## src/rtl/echo_indication_output.sv

```systemverilog
// rtl/echo_indication_output.sv - serializes heard/heard2 calls into header-prefixed words on an outbound pipe
module echo_indication_output (
  input  logic        CLK,
  input  logic        nRST,
  input  logic        heard__ENA,
  input  logic [31:0] heard_meth,
  input  logic [31:0] heard_v,
  output logic        heard__RDY,
  input  logic        heard2__ENA,
  input  logic [15:0] heard2_a,
  input  logic [15:0] heard2_b,
  output logic        heard2__RDY,
  output logic        pipe_enq__ENA,
  output logic [31:0] pipe_enq_v,
  input  logic        pipe_enq__RDY
);

  typedef enum logic [1:0] {IDLE, HDR, W1, W2} state_t;

  localparam logic [15:0] TAG_HEARD  = 16'd1;
  localparam logic [15:0] TAG_HEARD2 = 16'd2;

  state_t      state, state_next;
  logic [15:0] tag;
  logic [31:0] word1, word2;
  logic        last_word, base_rdy, accept_heard, accept_heard2;

  // The last word of a message may hand over to a new call in the same cycle.
  assign last_word     = (state == W2) || (state == W1 && tag == TAG_HEARD2);
  assign base_rdy      = nRST && ((state == IDLE) || (last_word && pipe_enq__RDY));
  assign accept_heard  = heard__ENA && base_rdy;
  assign accept_heard2 = heard2__ENA && base_rdy && !heard__ENA;

  assign heard__RDY    = base_rdy;
  assign heard2__RDY   = base_rdy && !heard__ENA;
  assign pipe_enq__ENA = (state != IDLE);

  always_comb begin
    pipe_enq_v = 32'd0;
    case (state)
      HDR:     pipe_enq_v = (tag == TAG_HEARD) ? {16'd3, TAG_HEARD} : {16'd2, TAG_HEARD2};
      W1:      pipe_enq_v = word1;
      W2:      pipe_enq_v = word2;
      default: pipe_enq_v = 32'd0;
    endcase
  end

  always_comb begin
    state_next = state;
    if (accept_heard || accept_heard2) begin
      state_next = HDR;
    end else if (state != IDLE && pipe_enq__RDY) begin
      case (state)
        HDR:     state_next = W1;
        W1:      state_next = (tag == TAG_HEARD) ? W2 : IDLE;
        W2:      state_next = IDLE;
        default: state_next = IDLE;
      endcase
    end
  end

  always_ff @(posedge CLK) begin
    if (!nRST) begin
      state <= IDLE;
    end else begin
      state <= state_next;
    end
  end

  always_ff @(posedge CLK) begin
    if (!nRST) begin
      tag   <= 16'd0;
      word1 <= 32'd0;
      word2 <= 32'd0;
    end else if (accept_heard) begin
      tag   <= TAG_HEARD;
      word1 <= heard_meth;
      word2 <= heard_v;
    end else if (accept_heard2) begin
      tag   <= TAG_HEARD2;
      word1 <= {heard2_a, heard2_b};
      word2 <= 32'd0;
    end
  end

endmodule

```

## config.mk

```make
export PLATFORM = sky130hd
export DESIGN_NAME = echo_indication_output
export DESIGN_NICKNAME = d
export VERILOG_FILES = /design/src/rtl/echo_indication_output.sv
export SDC_FILE = /design/constraint.sdc
export NUM_CORES = 1
export LEC_CHECK = 0
export CORE_UTILIZATION = 48
export DETAILED_ROUTE_END_ITERATION = 16
export PLACE_DENSITY = 0.9
export SYNTH_ARGS = -nofsm -noshare
export SYNTH_HDL_FRONTEND = slang
export SYNTH_SLANG_ARGS = --single-unit
```

## constraint.sdc

```tcl
create_clock -name CLK -period 3.73 [get_ports CLK]
set_input_delay 0.746 -clock CLK [delete_from_list [all_inputs] [get_ports CLK]]
set_output_delay 0.746 -clock CLK [all_outputs]
set_load 0.01 [all_outputs]
```

==> results.txt <==
Final worst-path setup slack = 520 ps
Die width = 87.7 µm
Number of nets in the layout = 649
Global Route Usage Sum = 27.0%
Residual antenna-violating net count after detailed routing = 0
Total number of yosys warnings = 0
Worst slew slack as a fraction of its limit = 39.9%
Post-cts sizing count = 0
First-pass GRT wire length = 16300 µm
Max_cap viols = 0
Unique masters post-synth = 35
Routability-driven placement congestion ratio = 0.955
Placed cell count = 628
Worst Setup End Kind = output port
Post CTS Setup Buffer Count = 0
Detail-routed net length per standard cell = 15.9 µm
Total Power Consumption = 1.78 mW
IO Pins = 136
Hold Fails Final Rpt = 0
Tightest Pin Transition = 902 ps
WS Path Type = input pin to output port
Root cell of the clock tree = sky130_fd_sc_hd__clkbuf_8
Number of remaining DRC errors = 0
Unrepaired setup endpoints after global routing = false
Detailed-placement wirelength estimate = 6980 µm
Pin count of the biggest net entering global routing = 98
Pwr/cell area = 356 nW/µm²
Period utilization = 86.0%
Proportion of synthesized chip area in sequential cells = 38.6%
Total of flip-flops plus latches after synthesis = 68
Post-synthesis cell area = 3530 µm²
Wirelength, routed = 10200 µm
H-tree Lvls = 3
CTS tree = done
Average cell area after synthesis = 8.09 µm²
Detailed-route via count = 3593
Highest ir drop seen on vdd = 0.195 mV
Core utilization of the finished layout = 72.0%
Maximum clock path buffer count = 2
Violation count after the first detailed-route iteration = 261
CORE AREA = 6940 µm²
Clock Latency Late Sink = 330 ps
Mapped Cells = 436
Status = completed
Sinks on the clock net = 68
Initial antenna violation count = 0
Antenna diode count = 0
Hold buffer count at cts = 0
Maximum net fanout on the critical path = 4
Required @ worst endpoint = 2980 ps
Vias per cell = 5.60
Final cell count without fillers = 642
Share of final-layout standard cells stronger than drive strength 1 = 10.8%
Leakage Power = 1.83 nW
Total clock buffers created by CTS = 9
Net count after synthesis = 542
Syn-to-layout area delta = 41.7%
I/O Buffers = 135
Min Tclk post-route = 3210 ps
Count of final max-slew check failures = 0
F_max = 0.312 GHz
Total die area = 7690 µm²
Drt pass-1 iters = 4
Nature of the critical path startpoint = input pin
HP Class = flop to flop
Final setup skew = 6.13 ps
Worst slack at placement = 528 ps
Clock-pin slew on the worst setup and hold paths = 70 ps
Aggregate negative setup slack = 0 ps
Row Count = 30
Arr. time, crit path = 2460 ps
Vias in the first global route = 3533
Effective utilization at floorplan = 50.8%
Die extent in y = 87.7 µm
Total setup violations reported at the end of the flow = 0
GRT overflow = 0
sequential cells by signal, summed over array words and instances (netlist names):
register / cells
word1: 32
word2: 32
state: 2
tag: 2
path summary, 6_finish.rpt:
path / from / cells past startpoint / endpoint / slack, ps
min: word2[20]$_SDFFE_PN0P_ / 2 / word2[20]$_SDFFE_PN0P_ / 470
max: pipe_enq__RDY / 5 / heard2__RDY / 520
max reg2reg: state[0]$_SDFFE_PN0P_ / 6 / word1[24]$_SDFFE_PN0P_ / 1740
min reg2reg: word2[20]$_SDFFE_PN0P_ / 2 / word2[20]$_SDFFE_PN0P_ / 470
layer usage:
layer | track usage, % | vias up | routed length (µm)
li1 | - | 1757 | -
met1 | 32.3 | 1681 | 4180
met2 | 49.0 | 139 | 5230
met3 | 3.86 | 16 | 593
met4 | 9.69 | 0 | 218
met5 | 0 | - | 0
cell usage in the layout (no fill, tap or decap), types with 2 or more instances in the layout:
cell                              instances
sky130_fd_sc_hd__clkdlybuf4s50_1        133
sky130_fd_sc_hd__dfxtp_1                 68
sky130_fd_sc_hd__nand2_1                 67
sky130_fd_sc_hd__nor2_1                  62
sky130_fd_sc_hd__a21oi_1                 35
sky130_fd_sc_hd__o22ai_1                 32
sky130_fd_sc_hd__nor2b_1                 31
sky130_fd_sc_hd__o221a_2                 31
sky130_fd_sc_hd__a22oi_1                 30
sky130_fd_sc_hd__clkbuf_8                11
sky130_fd_sc_hd__buf_4                    8
sky130_fd_sc_hd__inv_1                    5
sky130_fd_sc_hd__ha_1                     5
sky130_fd_sc_hd__nand2b_1                 2
sky130_fd_sc_hd__a21oi_4                  2
sky130_fd_sc_hd__buf_2                    2
where the power goes:
part	total (mW)	leakage, nW	internal [mW]	switching, mW
clock network	0.586	0.0983	0.337	0.249
logic	0.366	1.17	0.198	0.168
registers	0.826	0.562	0.789	0.0361
total	1.78	1.83	1.32	0.453
through the flow:
step	area, µm²	hold WS (ps)
after floorplan	3530	446
final	5000	471
after detailed placement	4810	459
after global placement	4810	454
after CTS	5000	471
after global routing	5000	491
critical path: stages:
cell and delay (ps):
sky130_fd_sc_hd__clkdlybuf4s50_1 590, sky130_fd_sc_hd__nand4b_2 210, sky130_fd_sc_hd__and2_1 210, sky130_fd_sc_hd__nor3_1 140, sky130_fd_sc_hd__clkdlybuf4s50_1 570
layout make-up:
type / count / area, µm²
sequential: 68 / 1360
inverter: 5 / 18.8
timing repair buffer: 144 / 1420
multi-input combinational: 315 / 1890
clock buffer: 12 / 155
clock inverter: 2 / 35.0
tap: 96 / 120
fill: 526 / 1950
synthesized netlist by cell type:
cell | count | area share (%)
sky130_fd_sc_hd__a21bo_1 | 1 | 0.28
sky130_fd_sc_hd__a21o_1 | 1 | 0.21
sky130_fd_sc_hd__a21oi_1 | 35 | 5.0
sky130_fd_sc_hd__a21oi_2 | 1 | 0.25
sky130_fd_sc_hd__a21oi_4 | 1 | 0.46
sky130_fd_sc_hd__a221oi_1 | 1 | 0.25
sky130_fd_sc_hd__a222oi_1 | 1 | 0.28
sky130_fd_sc_hd__a22oi_1 | 30 | 6.4
sky130_fd_sc_hd__a311oi_2 | 1 | 0.43
sky130_fd_sc_hd__a31oi_1 | 1 | 0.18
sky130_fd_sc_hd__and2_1 | 1 | 0.18
sky130_fd_sc_hd__and3_1 | 1 | 0.18
sky130_fd_sc_hd__buf_2 | 13 | 1.8
sky130_fd_sc_hd__buf_4 | 1 | 0.21
sky130_fd_sc_hd__buf_6 | 9 | 2.9
sky130_fd_sc_hd__clkbuf_1 | 25 | 2.7
sky130_fd_sc_hd__dfxtp_1 | 68 | 39
sky130_fd_sc_hd__ha_1 | 5 | 1.8
sky130_fd_sc_hd__inv_1 | 5 | 0.53
sky130_fd_sc_hd__nand2_1 | 67 | 7.1
sky130_fd_sc_hd__nand2b_1 | 2 | 0.35
sky130_fd_sc_hd__nand3b_1 | 1 | 0.21
sky130_fd_sc_hd__nand4_1 | 1 | 0.18
sky130_fd_sc_hd__nand4b_2 | 1 | 0.43
sky130_fd_sc_hd__nor2_1 | 62 | 6.6
sky130_fd_sc_hd__nor2b_1 | 31 | 5.5
sky130_fd_sc_hd__nor3_1 | 1 | 0.14
sky130_fd_sc_hd__o21ai_0 | 1 | 0.14
sky130_fd_sc_hd__o21bai_1 | 1 | 0.21
sky130_fd_sc_hd__o221a_1 | 1 | 0.32
sky130_fd_sc_hd__o221a_2 | 31 | 9.9
sky130_fd_sc_hd__o22ai_1 | 32 | 5.7
sky130_fd_sc_hd__o31a_1 | 1 | 0.25
sky130_fd_sc_hd__or2b_1 | 1 | 0.21
sky130_fd_sc_hd__or3_1 | 1 | 0.18
cell families after synthesis:
kind of cell	share of synthesized area (%)
DFF	38.6
buffers and inverters	8.13
AOI/OAI and AO/OA	30.2
and+or+nand+nor	21.3
adders and majority gates	1.77
Power figures use the tool's default switching activity.
